[src/rtl/wptr_full_if.sv]
// Write-side bus of the async FIFO: write request, overflow clear, synchronized
// read pointer in; RAM write port, published Gray pointer and status flags out.
interface wptr_full_if #(
  parameter int ADDR_WIDTH = 4
);
  logic                  winc;
  logic                  clr_ovf;
  logic [ADDR_WIDTH:0]   sync_rptr;
  logic                  wen;
  logic [ADDR_WIDTH-1:0] waddr;
  logic [ADDR_WIDTH:0]   wptr;
  logic                  full;
  logic                  almost_full;
  logic [ADDR_WIDTH:0]   wlevel;
  logic                  overflow;

  // Writer side: issues requests and supplies the synchronized read pointer.
  modport master (
    output winc, clr_ovf, sync_rptr,
    input  wen, waddr, wptr, full, almost_full, wlevel, overflow
  );

  // Pointer block side.
  modport slave (
    input  winc, clr_ovf, sync_rptr,
    output wen, waddr, wptr, full, almost_full, wlevel, overflow
  );
endinterface

[src/rtl/wptr_full.sv]
// Write-domain pointer and full-flag logic of the async FIFO. Keeps a binary and
// a Gray write pointer, drives the RAM write port, and derives full, almost_full,
// fill level and a sticky overflow flag from the read pointer that has already
// been synchronized into this clock domain. ADDR_WIDTH must be at least 2.
module wptr_full #(
  parameter int ADDR_WIDTH = 4,
  parameter int AF_THRESH  = 14
) (
  input  logic        wclk,
  input  logic        w_rst,
  wptr_full_if.slave  bus
);

  localparam int AW = ADDR_WIDTH;
  localparam logic [AW:0] AF_LEVEL = (AW+1)'(AF_THRESH);

  logic [AW:0] wbin_q, wbin_d;
  logic [AW:0] wptr_q, wgray_d;
  logic [AW:0] wlevel_q, wlevel_d;
  logic [AW:0] rbin;
  logic [AW:0] full_cmp;
  logic        full_q, full_d;
  logic        af_q, af_d;
  logic        ovf_q, ovf_d;
  logic        accept;

  assign accept = bus.winc & ~full_q;

  // Next pointer values, read-pointer decode and the flag terms built from them.
  always_comb begin
    wbin_d  = wbin_q + {{AW{1'b0}}, accept};
    wgray_d = (wbin_d >> 1) ^ wbin_d;
    rbin    = '0;
    for (int i = 0; i <= AW; i++) begin
      rbin[i] = ^(bus.sync_rptr >> i);
    end
    wlevel_d = wbin_d - rbin;
    af_d     = (wlevel_d >= AF_LEVEL);
    full_cmp = {~bus.sync_rptr[AW:AW-1], bus.sync_rptr[AW-2:0]};
    full_d   = (wgray_d == full_cmp);
  end

  // Overflow is sticky; a fresh dropped write takes priority over a clear request.
  always_comb begin
    ovf_d = ovf_q;
    if (bus.winc && full_q) begin
      ovf_d = 1'b1;
    end else if (bus.clr_ovf) begin
      ovf_d = 1'b0;
    end
  end

  // State registers; reset discards all pointer state regardless of other inputs.
  always_ff @(posedge wclk) begin
    if (w_rst) begin
      wbin_q   <= '0;
      wptr_q   <= '0;
      wlevel_q <= '0;
      full_q   <= 1'b0;
      af_q     <= 1'b0;
      ovf_q    <= 1'b0;
    end else begin
      wbin_q   <= wbin_d;
      wptr_q   <= wgray_d;
      wlevel_q <= wlevel_d;
      full_q   <= full_d;
      af_q     <= af_d;
      ovf_q    <= ovf_d;
    end
  end

  assign bus.wen         = accept;
  assign bus.waddr       = wbin_q[AW-1:0];
  assign bus.wptr        = wptr_q;
  assign bus.full        = full_q;
  assign bus.almost_full = af_q;
  assign bus.wlevel      = wlevel_q;
  assign bus.overflow    = ovf_q;

endmodule

[src/flat_wrapper.sv]
// flat-port wrapper written by rule: the top's interface ports become plain ports
module wptr_full_flat 
#(
  parameter int ADDR_WIDTH = 4,
  parameter int AF_THRESH  = 14
)
  (wclk, w_rst, bus_winc, bus_clr_ovf, bus_sync_rptr, bus_wen, bus_waddr, bus_wptr, bus_full, bus_almost_full, bus_wlevel, bus_overflow);
  wptr_full_if #(.ADDR_WIDTH(ADDR_WIDTH)) bus_i ();
  input  logic wclk;
  input  logic w_rst;
  input wire logic [$bits(bus_i.winc)-1:0] bus_winc;
  input wire logic [$bits(bus_i.clr_ovf)-1:0] bus_clr_ovf;
  input wire logic [$bits(bus_i.sync_rptr)-1:0] bus_sync_rptr;
  output wire logic [$bits(bus_i.wen)-1:0] bus_wen;
  output wire logic [$bits(bus_i.waddr)-1:0] bus_waddr;
  output wire logic [$bits(bus_i.wptr)-1:0] bus_wptr;
  output wire logic [$bits(bus_i.full)-1:0] bus_full;
  output wire logic [$bits(bus_i.almost_full)-1:0] bus_almost_full;
  output wire logic [$bits(bus_i.wlevel)-1:0] bus_wlevel;
  output wire logic [$bits(bus_i.overflow)-1:0] bus_overflow;
  assign bus_i.winc = bus_winc;
  assign bus_i.clr_ovf = bus_clr_ovf;
  assign bus_i.sync_rptr = bus_sync_rptr;
  assign bus_wen = bus_i.wen;
  assign bus_waddr = bus_i.waddr;
  assign bus_wptr = bus_i.wptr;
  assign bus_full = bus_i.full;
  assign bus_almost_full = bus_i.almost_full;
  assign bus_wlevel = bus_i.wlevel;
  assign bus_overflow = bus_i.overflow;
  wptr_full #(.ADDR_WIDTH(ADDR_WIDTH), .AF_THRESH(AF_THRESH)) u_core (.wclk(wclk), .w_rst(w_rst), .bus(bus_i));
endmodule
[config.mk]
export PLATFORM = sky130hd
export DESIGN_NAME = wptr_full_flat
export DESIGN_NICKNAME = d
export VERILOG_FILES = /design/src/rtl/wptr_full_if.sv /design/src/rtl/wptr_full.sv /design/src/flat_wrapper.sv
export SDC_FILE = /design/constraint.sdc
export NUM_CORES = 1
export LEC_CHECK = 0
export CAP_MARGIN = 40
export CORE_MARGIN = 2
export CORE_UTILIZATION = 28
export CTS_BUF_LIST = sky130_fd_sc_hd__clkbuf_8
export DETAILED_ROUTE_END_ITERATION = 10
export PLACE_DENSITY = 0.5
export RECOVER_POWER = 25
export SYNTH_ARGS = -nofsm -noshare
export SYNTH_HDL_FRONTEND = slang
export SYNTH_SLANG_ARGS = --single-unit
[constraint.sdc]
create_clock -name wclk -period 3.9 [get_ports wclk]
set_clock_uncertainty 0.1 [all_clocks]
set_input_delay 0.585 -clock wclk [delete_from_list [all_inputs] [get_ports wclk]]
set_output_delay 0.585 -clock wclk [all_outputs]
set_load 0.005 [all_outputs]
# --- Yosys cells after proc, flatten, opt, wreduce, memory -nomap -nowiden ---
# Cells that the tools add are included.
totals:
  word_cells: 23
  ff_bits: 18
  output_inout_bits: 18
op_classes:
  eq_ne: 1
  reduce_logical: 7
  addsub: 2
  bitwise_logic: 4
  mux: 2
  magnitude_cmp: 1
op_table:
  columns: ["operator", "count"]
  rows:
  - ["$reduce_xor 5->1", 5]
  - ["$add 5x1->5", 1]
  - ["$eq 5x5->1", 1]
  - ["$ge 5x4->1 const B", 1]
  - ["$sub 5x5->5", 1]
  - ["$xor 4x5->5", 1]
  - ["$mux 1", 2]
  - ["$not 2->2", 1]
  - ["$reduce_bool 2->1", 1]
  - ["$and 1x1->1", 1]
  - ["$logic_and 1x1->1", 1]
  - ["$not 1->1", 1]

# --- Logic depth before layout (Yosys ltp) ---
depth:
  depth_word: 5
  ltp_mapped: 11

# --- Worst setup path before layout ---
# No wires, ideal clock.
synth_path:
  kind: "input-to-reg"
  start: "in bus_sync_rptr[3]"
  end: "reg u_core.af_q (netlist: u_core.bus.almost_full)"
  setup_time_ps: 79
  required_time_ps: 3721
  cell_stages: 11
  arrival_time_ps: 2861
  path_slack_ps: 860
  cell_sequence: "xor2_1 > xnor2_1 > xor2_1 > xnor2_1 > ha_1 > fa_1 > nor2b_1 > nor2_1 > a211o_1 > a211o_1 > o211ai_1"
synth_between:
  elab_chain_len: 3
  word_cells_on_any_way: 6
  cone_classes: "1 x add/sub; 1 x order compare; 4 x reduce/logical"
synth_rtl:
  columns: ["element", "line_no", "source"]
  rows:
  - ["start: declaration", "flat_wrapper.sv:13", "input wire logic [$bits(bus_i.sync_rptr)-1:0] bus_sync_rptr;"]
  - ["$reduce_xor 5->1", "wptr_full.sv:35", "rbin[i] = ^(bus.sync_rptr >> i);"]
  - ["$sub 5x5->5 (*)", "wptr_full.sv:37", "wlevel_d = wbin_d - rbin;"]
  - ["$ge 5x4->1 (*)", "wptr_full.sv:38", "af_d = (wlevel_d >= AF_LEVEL);"]
  - ["end signal: assignment", "wptr_full.sv:60", "af_q <= 1'b0;"]
  - ["end signal: assignment", "wptr_full.sv:67", "af_q <= af_d;"]
  - ["end: declaration", "wptr_full.sv:23", "logic af_q, af_d;"]
# Mark *: on every way between the ends. The rest lies on a longest branch, timed or not.
# A chain may end at the register's enable or synchronous reset.

# --- Worst setup path after layout ---
# Ends and elaborated chain as after synthesis.

==> results.yml <==
run_status:
  status: "finished clean"
power_and_ir_drop:
  power.total_mw: 0.497
  internal-power_mw: 0.359
  ir_drop_uv: 261
  p_leak_nw: 0.519
  clockPowerShare: 0.265
  seq_power_share: 0.407
  p_switching_mw: 0.138
  combinationalPowerShare: 0.328
  p_sw_frac: 0.278
  pwr_density_cell_nw_per_um2: 402
clocking:
  htreeDepth: 1
  cts_buffers: 3
  path_clk_slew_ps: 70
  clk_root_buffer_cell: "clkbuf_8"
  ctsHoldBuffers: 0
  clockBufferDepth: 2
  clk_latency_ps: 250
  clock-sinks: 17
  post_cts_buffers: 0
  postCtsResizedCells: 0
  cts_tree: "built"
setup_path:
  critical_path_required_ps: 3980
  rrSetupSlack_ps: 1200
  setup.worst_path.start: "bus_sync_rptr[3]"
  worstSetupPathType: "in -> reg"
  worstPathArrival_ps: 3520
  rr_startpoint: "u_core.bus.full"
  endpoint_kind: "register"
  path_max_fanout: 5
  cp-start-kind: "primary input"
placed_design:
  gp_congestion: 0.747
  dp_hpwl_mm: 1.42
  numPortBuffers: 26
sta:
  max_freq_mhz: 290
  fin_crit_sh: 0.884
  hold_ws_ps: 378
  layout_min_cycle_time_ps: 3450
  fin_setup_tns_ps: 0
  setup_viol: 0
  finalHoldViolations: 0
  rsz0062_at_grt: "no"
  slew_viol_final: 0
  slew_headroom: 0.532
  worst_pin_slew_ps: 700
route:
  num_vias: 692
  wirelength_mm: 1.81
  drt-initial-drc-count: 11
  drc: 0
  via_per_inst: 4.58
  wl_per_cell_um: 12.0
  drtPass1Iterations: 4
  antenna_left: 0
flow_run:
  maxCapViolations: 0
grt:
  grt_usage: 0.113
  grt_overflow: 0
  antenna_found_initial: 0
  grt_pass1_vias: 680
  grt_pass1_wl_mm: 2.96
  grt_max_degree: 18
die:
  die_x_um: 59.9
  initial_core_util: 0.292
  die_y_um: 59.9
  num_rows: 20
  die_area_um2: 3590
  fp.coreArea_um2: 3000
  ios: 27
final_layout:
  drive_gt1_frac: 0.102
  fill_cells: 319
  layout.nets: 134
  area_growth_pct: 41.4
  final_cell_mix: "clkdlybuf4s50_1 (18), dfxtp_1 (17), nor2_1 (13), dlygate4sd3_1 (8)"
  final_common_cell: "clkdlybuf4s50_1"
  antennaDiodeCount: 0
hold_path:
  hold_path_startpoint: "u_core.bus.overflow"
  hp-class: "reg -> reg"
synthesis:
  synth_fp_nets: 102
  synth_cell_types: 32
  syn-instance-count: 87
  synth-warning-count: 0
  syn-cell-area_um2: 876
  yosysSeqAreaShare: 0.389
  ys_ff_latch: 17
  syn_avg_cell_area_um2: 10.1
[sequential cells by signal (all words and copies together), names as in the netlist]
signal	cells
u_core.wbin_q	4
u_core.bus.wptr	5
u_core.bus.almost_full	1
u_core.bus.full	1
u_core.bus.wlevel	5
u_core.bus.overflow	1
[worst max-delay path, stage by stage]
cell and delay (ps):
clkdlybuf4s50_1 560, xor2_1 240, xnor2_1 200, xor2_1 300
xnor2_1 110, ha_1 230, fa_1 380, nor2b_1 160
nor2_1 60, a211o_1 300, a211o_1 310, o211ai_1 90
[power groups by stage]
| stage | clock (mW) | sequential (mW) | combinational [mW] |
|---|---|---|---|
| global placement | 0 | 0.207 | 0.169 |
| global route | 0.145 | 0.204 | 0.183 |
| CTS | 0.138 | 0.204 | 0.171 |
| finish | 0.132 | 0.202 | 0.163 |
| floorplan | 0 | 0.210 | 0.0872 |
| detailed placement | 0 | 0.207 | 0.169 |
[logic make-up after synthesis]
kind of cell             share of synthesized area
AND/OR/NAND/NOR                              0.190
flip-flops                                   0.389
XOR/XNOR                                     0.197
AO/OA/AOI/OAI                                0.100
buffers and inverters                       0.0300
adder cells (fa/ha/maj)                     0.0943
[Yosys cell counts]
library cell	instances	area share
or3_1	1	0.0071
nand2_1	2	0.0086
nor2b_1	3	0.021
xor2_1	6	0.060
fa_1	1	0.023
xor3_1	1	0.027
xnor2_1	6	0.060
xor2_4	1	0.031
a21oi_1	2	0.011
inv_1	5	0.021
clkbuf_1	2	0.0086
o21ai_0	1	0.0057
and3b_1	1	0.010
dfxtp_1	17	0.39
nor4_2	1	0.014
a311oi_1	1	0.010
nand3_1	3	0.017
nand4_1	2	0.014
nor2_1	13	0.056
a211o_1	2	0.020
o21a_1	1	0.0086
o211ai_1	1	0.0086
a21o_1	1	0.0086
nor4bb_1	1	0.011
a2111oi_2	1	0.017
nor3_1	1	0.0057
xor2_2	1	0.019
or4_1	1	0.0086
ha_1	5	0.071
and2_2	1	0.0086
o311ai_0	1	0.010
nand2b_1	1	0.0071
[per-stage QoR]
step,cell area (µm²),setup slack [ps],std cells,utilization
floorplan,876,860,87,-
global placement,1190,222,147,0.397
detailed placement,1190,171,147,0.397
CTS,1240,437,151,0.413
global route,1240,230,151,0.413
finish,1240,454,151,0.413
[cell type report]
| cell class | count | area [µm²] | share of cell area |
|---|---|---|---|
| Clock inverter | 1 | 5.00 | 0.00404 |
| Multi-Input combinational cell | 63 | 509 | 0.411 |
| Tap cell | 33 | 41.3 | 0.0333 |
| Timing Repair Buffer | 29 | 283 | 0.228 |
| Inverter | 5 | 18.8 | 0.0152 |
| Sequential cell | 17 | 340 | 0.275 |
| Clock buffer | 3 | 41.3 | 0.0333 |
[per-layer routing]
layer  up-vias  global-route usage  part of all wire
met1       306               0.129              0.45
met2        23               0.188              0.47
met5         -                   0                 0
li1        361                   -                 -
met4         0              0.0286            0.0066
met3         2              0.0563             0.078
[final timing paths]
check	depth (start not counted)	to
max	12	u_core.bus.almost_full
max reg2reg	11	u_core.bus.almost_full
min	2	u_core.bus.overflow
min reg2reg	2	u_core.bus.overflow
Note: power is estimated with default switching activity, not from simulation.
